**src/rtl/ps2_pkg.sv**
```systemverilog
// Shared types and constants for the PS/2 host transmit path.
package ps2_pkg;

  typedef enum logic [2:0] {
    IDLE,
    INHIBIT,
    WAIT_CLK,
    SEND,
    ACK,
    WAIT_IDLE,
    ERROR
  } ps2_state_e;

  localparam int TIMER_W = 24;

  localparam logic [1:0] ERR_NONE          = 2'b00;
  localparam logic [1:0] ERR_NO_ACK        = 2'b01;
  localparam logic [1:0] ERR_START_TIMEOUT = 2'b10;
  localparam logic [1:0] ERR_FRAME_TIMEOUT = 2'b11;

  localparam logic [7:0] PS2_CMD_SET_LED = 8'hED;
  localparam logic [7:0] PS2_CMD_ENABLE  = 8'hF4;
  localparam logic [7:0] PS2_CMD_RESET   = 8'hFF;

  // PS/2 frames carry odd parity: the parity bit makes the total count of ones odd.
  function automatic logic odd_parity(input logic [7:0] b);
    return ~^b;
  endfunction

endpackage

```
**src/rtl/ps2_sync_edge.sv**
```systemverilog
// Two-flop synchronizer for one raw PS/2 pin plus a falling-edge detector.
module ps2_sync_edge (
  input  logic clk,
  input  logic rst_n,
  input  logic pin_in,
  output logic level,
  output logic fall
);

  logic meta_q, meta_d;
  logic sync_q, sync_d;
  logic prev_q, prev_d;

  // Shift the raw pin through the synchronizer and keep one older sample for edge detection.
  always_comb begin
    meta_d = pin_in;
    sync_d = meta_q;
    prev_d = sync_q;
  end

  // Flops reset high because an idle PS/2 line is pulled up; this avoids a false edge after reset.
  always_ff @(posedge clk or negedge rst_n) begin
    if (!rst_n) begin
      meta_q <= 1'b1;
      sync_q <= 1'b1;
      prev_q <= 1'b1;
    end else begin
      meta_q <= meta_d;
      sync_q <= sync_d;
      prev_q <= prev_d;
    end
  end

  assign level = sync_q;
  assign fall  = prev_q & ~sync_q;

endmodule

```
**src/rtl/ps2_host_tx.sv**
```systemverilog
// Host-to-device PS/2 command transmitter using the request-to-send handshake.
module ps2_host_tx
  import ps2_pkg::*;
#(
  parameter int CLK_HZ           = 100_000_000,
  parameter int INHIBIT_US       = 100,
  parameter int START_TIMEOUT_MS = 15,
  parameter int FRAME_TIMEOUT_MS = 2
) (
  input  logic       clk,
  input  logic       rst_n,
  input  logic [7:0] cmd_data,
  input  logic       cmd_valid,
  output logic       cmd_ready,
  input  logic       ps2_clk_in,
  input  logic       ps2_data_in,
  output logic       ps2_clk_oe,
  output logic       ps2_data_oe,
  output logic       tx_busy,
  output logic       tx_done,
  output logic       tx_err,
  output logic [1:0] err_code
);

  localparam int INHIBIT_CYCLES = CLK_HZ / 1_000_000 * INHIBIT_US;
  localparam int START_CYCLES   = CLK_HZ / 1000 * START_TIMEOUT_MS;
  localparam int FRAME_CYCLES   = CLK_HZ / 1000 * FRAME_TIMEOUT_MS;

  localparam logic [TIMER_W-1:0] INHIBIT_LAST = TIMER_W'(INHIBIT_CYCLES - 1);
  localparam logic [TIMER_W-1:0] START_LAST   = TIMER_W'(START_CYCLES - 1);
  localparam logic [TIMER_W-1:0] FRAME_LAST   = TIMER_W'(FRAME_CYCLES - 1);

  logic clk_level, clk_fall;
  logic data_level, data_fall;

  ps2_state_e         state_q, state_d;
  logic [TIMER_W-1:0] timer_q, timer_d, timer_inc;
  logic [7:0]         shift_q, shift_d;
  logic               parity_q, parity_d;
  logic [3:0]         bit_cnt_q, bit_cnt_d;
  logic               clk_oe_q, clk_oe_d;
  logic               data_oe_q, data_oe_d;
  logic               done_q, done_d;
  logic               err_q, err_d;
  logic [1:0]         err_code_q, err_code_d;
  logic               in_frame;

  ps2_sync_edge u_clk_sync (
    .clk    (clk),
    .rst_n  (rst_n),
    .pin_in (ps2_clk_in),
    .level  (clk_level),
    .fall   (clk_fall)
  );

  ps2_sync_edge u_data_sync (
    .clk    (clk),
    .rst_n  (rst_n),
    .pin_in (ps2_data_in),
    .level  (data_level),
    .fall   (data_fall)
  );

  // Next-state logic; the frame timeout check at the end overrides any edge action in the same cycle.
  always_comb begin
    timer_inc  = (timer_q == '1) ? timer_q : timer_q + 1'b1;
    state_d    = state_q;
    timer_d    = timer_inc;
    shift_d    = shift_q;
    parity_d   = parity_q;
    bit_cnt_d  = bit_cnt_q;
    clk_oe_d   = clk_oe_q;
    data_oe_d  = data_oe_q;
    done_d     = 1'b0;
    err_d      = 1'b0;
    err_code_d = err_code_q;
    in_frame   = 1'b0;

    case (state_q)
      IDLE: begin
        if (cmd_valid) begin
          shift_d  = cmd_data;
          parity_d = odd_parity(cmd_data);
          clk_oe_d = 1'b1;
          timer_d  = '0;
          state_d  = INHIBIT;
        end
      end
      INHIBIT: begin
        if (timer_q == INHIBIT_LAST) begin
          data_oe_d = 1'b1;
          clk_oe_d  = 1'b0;
          timer_d   = '0;
          bit_cnt_d = '0;
          state_d   = WAIT_CLK;
        end
      end
      WAIT_CLK: begin
        if (timer_q == START_LAST) begin
          clk_oe_d   = 1'b0;
          data_oe_d  = 1'b0;
          err_code_d = ERR_START_TIMEOUT;
          err_d      = 1'b1;
          state_d    = ERROR;
        end else if (clk_fall) begin
          data_oe_d = ~shift_q[0];
          shift_d   = {1'b0, shift_q[7:1]};
          bit_cnt_d = 4'd1;
          timer_d   = '0;
          state_d   = SEND;
        end
      end
      SEND: begin
        in_frame = 1'b1;
        if (clk_fall) begin
          bit_cnt_d = bit_cnt_q + 4'd1;
          if (bit_cnt_q <= 4'd7) begin
            data_oe_d = ~shift_q[0];
            shift_d   = {1'b0, shift_q[7:1]};
          end else if (bit_cnt_q == 4'd8) begin
            data_oe_d = ~parity_q;
          end else begin
            data_oe_d = 1'b0;
            state_d   = ACK;
          end
        end
      end
      ACK: begin
        in_frame = 1'b1;
        if (clk_fall) begin
          if (!data_level) begin
            state_d = WAIT_IDLE;
          end else begin
            clk_oe_d   = 1'b0;
            data_oe_d  = 1'b0;
            err_code_d = ERR_NO_ACK;
            err_d      = 1'b1;
            state_d    = ERROR;
          end
        end
      end
      WAIT_IDLE: begin
        if (done_q) begin
          state_d = IDLE;
        end else begin
          in_frame = 1'b1;
          if (clk_level && data_level) begin
            done_d = 1'b1;
          end
        end
      end
      ERROR: begin
        state_d = IDLE;
      end
      default: begin
        state_d = IDLE;
      end
    endcase

    if (in_frame && timer_q == FRAME_LAST) begin
      clk_oe_d   = 1'b0;
      data_oe_d  = 1'b0;
      done_d     = 1'b0;
      err_code_d = ERR_FRAME_TIMEOUT;
      err_d      = 1'b1;
      state_d    = ERROR;
    end
  end

  // All FSM state and registered outputs; reset drops both line drivers immediately.
  always_ff @(posedge clk or negedge rst_n) begin
    if (!rst_n) begin
      state_q    <= IDLE;
      timer_q    <= '0;
      shift_q    <= '0;
      parity_q   <= 1'b0;
      bit_cnt_q  <= '0;
      clk_oe_q   <= 1'b0;
      data_oe_q  <= 1'b0;
      done_q     <= 1'b0;
      err_q      <= 1'b0;
      err_code_q <= ERR_NONE;
    end else begin
      state_q    <= state_d;
      timer_q    <= timer_d;
      shift_q    <= shift_d;
      parity_q   <= parity_d;
      bit_cnt_q  <= bit_cnt_d;
      clk_oe_q   <= clk_oe_d;
      data_oe_q  <= data_oe_d;
      done_q     <= done_d;
      err_q      <= err_d;
      err_code_q <= err_code_d;
    end
  end

  assign cmd_ready   = (state_q == IDLE);
  assign tx_busy     = (state_q != IDLE);
  assign ps2_clk_oe  = clk_oe_q;
  assign ps2_data_oe = data_oe_q;
  assign tx_done     = done_q;
  assign tx_err      = err_q;
  assign err_code    = err_code_q;

  // Falling edges on the data line carry no meaning for the transmitter.
  logic unused_data_fall;
  assign unused_data_fall = data_fall;

endmodule

```
**config.mk**
```make
export PLATFORM = sky130hd
export DESIGN_NAME = ps2_host_tx
export DESIGN_NICKNAME = d
export VERILOG_FILES = /design/src/rtl/ps2_pkg.sv /design/src/rtl/ps2_sync_edge.sv /design/src/rtl/ps2_host_tx.sv
export SDC_FILE = /design/constraint.sdc
export NUM_CORES = 1
export LEC_CHECK = 0
export CORE_MARGIN = 5
export CORE_UTILIZATION = 46
export CTS_CLUSTER_SIZE = 12
export DETAILED_ROUTE_END_ITERATION = 10
export GPL_TIMING_DRIVEN = 0
export RECOVER_POWER = 50
export SYNTH_ARGS = -nofsm -noshare
export SYNTH_HDL_FRONTEND = slang
export SYNTH_SLANG_ARGS = --single-unit
```
**constraint.sdc**
```tcl
create_clock -name clk -period 6.57 [get_ports clk]
set_input_delay 1.314 -clock clk [delete_from_list [all_inputs] [get_ports clk]]
set_output_delay 1.314 -clock clk [all_outputs]
set_load 0.01 [all_outputs]
```
==> flow_metrics.tcl <==
set metrics [dict create \
    placement_stage_worst_setup_slack_ps 3090 \
    route.detailed.wl_per_inst_um 15.5 \
    via_count 2488 \
    crit-reg2reg-capture "timer_q[8]$_DFF_PN0_" \
    worst_setup_path_start_kind "flop" \
    drt_iter0_markers 146 \
    cts.clk_slew.worst_paths_ps 90 \
    nFillCells 606 \
    route.final.wire_length_um 6810 \
    dp_hpwl_um 5130 \
    critical_path_arrival_ps 1950 \
    fin_ws_ps 3300 \
    grt.total_usage_pct 17.2 \
    vdd_ir_drop_max_mv 0.219 \
    largest_net_degree_at_the_start_of_global_routing 29 \
    final_util_pct 53.2 \
    rr_worst_depth 8 \
    std_cell_rows 29 \
    hold_path_class "flop to flop" \
    critical_path.max_fanout 10 \
    cts-root-to-sink-buffers 2 \
    grt-ovfl-total 0 \
    core_outline_area_um2 6310 \
    slew-limit-headroom_pct -0.398 \
    grt_antenna_before_repair 0 \
    num_antenna_cells 0 \
    synth_top_flop_cell "dfrtp_1" \
    timing.critical_path.from "state_q[1]$_DFFE_PN0P_" \
    start_util_pct 47.3 \
    end_point_of_the_critical_path "cmd_ready" \
    design.die.area_um2 8200 \
    synth-warning-count 0 \
    cap_viol_max_count 1 \
    synthTopCellsByCount "dfrtp_1 (46), nor2_1 (40), nand2_1 (39)" \
    drive_above_1_share_pct 8.84 \
    syn-instance-count 333 \
    synthesis.area_per_instance_um2 8.96 \
    worst_r2r_startpoint "timer_q[0]$_DFF_PN0_" \
    timing.hold.worst.start "u_clk_sync.meta_q$_DFF_PN1_" \
    finalClockSkew_ps 12.7 \
    synth-async-reset-ratio_pct 100 \
    io_buffers 20 \
    synthesis_to_layout_area_growth_pct 12.6 \
    power_per_cell_area_nw_per_um2 339 \
    synth.most_common_cell "dfrtp_1" \
    failed_checks "capacitance limit, slew limit" \
    drt_drc_violations_left 0 \
    multi_input_comb_area_um2 1600 \
    timing.critical_path.to_type "output port" \
    htreeDepth 2 \
    post-cts-setup-buffers 0 \
    synth_edf_count 0 \
    antenna_violating_nets_post_route 0 \
    insertion_delay_ps 300 \
    synth_area_leaders "dfrtp_1 (39%), nor2_1 (5.0%), xnor2_1 (5.0%)" \
    grt_setup_unrepaired "no" \
    die_width_um 90.5 \
    hold_violations 0 \
    r2r_setup_slack_ps 3380 \
    cts.hold.buffers_added 0 \
    area_of_all_placed_cells_without_fillers_um2 3360 \
    gp_routability_congestion 0.896 \
    clockRootBuffer "clkbuf_8" \
    total_count_of_max_transition_violations_in_the_final_report 28 \
    outcome "finished, violations left" \
    post-route-min-period_ps 3270 \
    synth-seq-area-share_pct 43.0 \
    synth_cell_type_count 52 \
    path_class "flop to output port" \
    cts-resized-gates 0 \
    worst-endpoint-required_ps 5260 \
    floorplan.die.height_um 90.5 \
    grt_pass1_wl_um 11900 \
    drtPass1Iterations 4 \
    grt_pass1_vias 2413 \
    placement.cell_area_um2 3300 \
    tritoncts_sink_count 51 \
    viasPerCell 5.67 \
    yosysTopAreaCell "dfrtp_1" \
    number_of_nets_in_the_layout 377 \
    syn-num-nets 349 \
    timing.fmax_mhz 306 \
    synth_largest_type_area_fraction_pct 38.6 \
    min_period_over_period_pct 49.7 \
    boundaryPins 21 \
    synth_seq_cells 51 \
    tritoncts "done" \
    final-seq-area_um2 1280 \
    worstMarginPinSlew_ps 1510 \
    synthesized_cell_area_um2 2980 \
    leakage_component_of_the_power_nw 1.35 \
    report.final.setup_viol 0 \
    totalNegativeSetupSlack_ps 0 \
    numCtsBuffers 5 \
]
[critical path: stages, from the launching register on]
cell	delay [ps]
dfrtp_1	400
clkbuf_1	220
or3_1	410
inv_1	80
clkdlybuf4s50_1	530
[area by class of cell]
type                    instances  share of cell area [%]
plain buffers                  14                    1.68
clock buffers                   7                    2.27
clock inverters                 1                   0.149
inverters                      13                    1.45
multi-input cells             255                    47.5
flip-flops and latches         51                    38.2
well taps                      77                    2.87
repair buffers                 21                    5.88
[metrics by stage]
step	instances	power (mW)	hold slack [ps]
final	439	1.14	366
after global routing	439	1.23	372
after CTS	439	1.15	362
after detailed placement	431	0.972	349
after global placement	430	0.965	346
after floorplan	333	0.813	345
[cell usage in the layout, fill, tap and decap left out, types with 6 or more instances in the layout]
master / n
mux2_2: 9
nor3_1: 9
nor2_1: 40
nand2_1: 39
nand2b_1: 11
clkdlybuf4s50_1: 17
inv_1: 13
clkbuf_1: 15
nand4_1: 10
o21ai_0: 14
nand3_1: 13
nor4_1: 6
dfrtp_1: 46
xor2_1: 9
xnor2_1: 17
a21oi_1: 12
[how the worst min path moves through the flow]
stage | slack [ps] | end | depth (start not counted)
floorplan | 350 | u_clk_sync.level$_DFF_PN1_ | 0
CTS | 360 | u_clk_sync.level$_DFF_PN1_ | 0
finish | 370 | u_clk_sync.level$_DFF_PN1_ | 0
global placement | 350 | u_data_sync.level$_DFF_PN1_ | 0
detailed placement | 350 | u_clk_sync.level$_DFF_PN1_ | 0
global route | 370 | u_clk_sync.level$_DFF_PN1_ | 0
[layer usage]
layer | part of all wire, % | wire length (um) | GRT usage, %
met1 | 47 | 3180 | 24.2
met2 | 48 | 3260 | 27.5
met3 | 4.4 | 303 | 2.92
met4 | 1.0 | 70 | 4.09
met5 | 0 | 0 | 0
[where the power goes]
group / internal, mW / total [mW] / switching (mW) / leakage (nW)
Clock: 0.0750 / 0.174 / 0.0990 / 0.0422
Sequential: 0.386 / 0.433 / 0.0476 / 0.659
Combinational: 0.222 / 0.530 / 0.309 / 0.651
Total: 0.682 / 1.14 / 0.455 / 1.35
[registers in the layout, summed over array words and instances (netlist names), 2 cells and up]
signal,cells
bit_cnt_q,4
timer_q,24
err_code,2
shift_q,8
state_q,3
[cell families (layout without fill, tap and decap cells)]
| kind of cell | Yosys count | count (layout) | share of synthesized area, % |
|---|---|---|---|
| compound gates | 56 | 56 | 13.3 |
| mux | 12 | 12 | 4.40 |
| fa+ha+maj | 3 | 3 | 1.26 |
| xor+xnor | 26 | 26 | 7.63 |
| simple gates | 158 | 158 | 26.9 |
| buf+inv | 27 | 56 | 3.52 |
| flops | 51 | 51 | 43.0 |
Note: power is estimated with default switching activity, not from simulation.
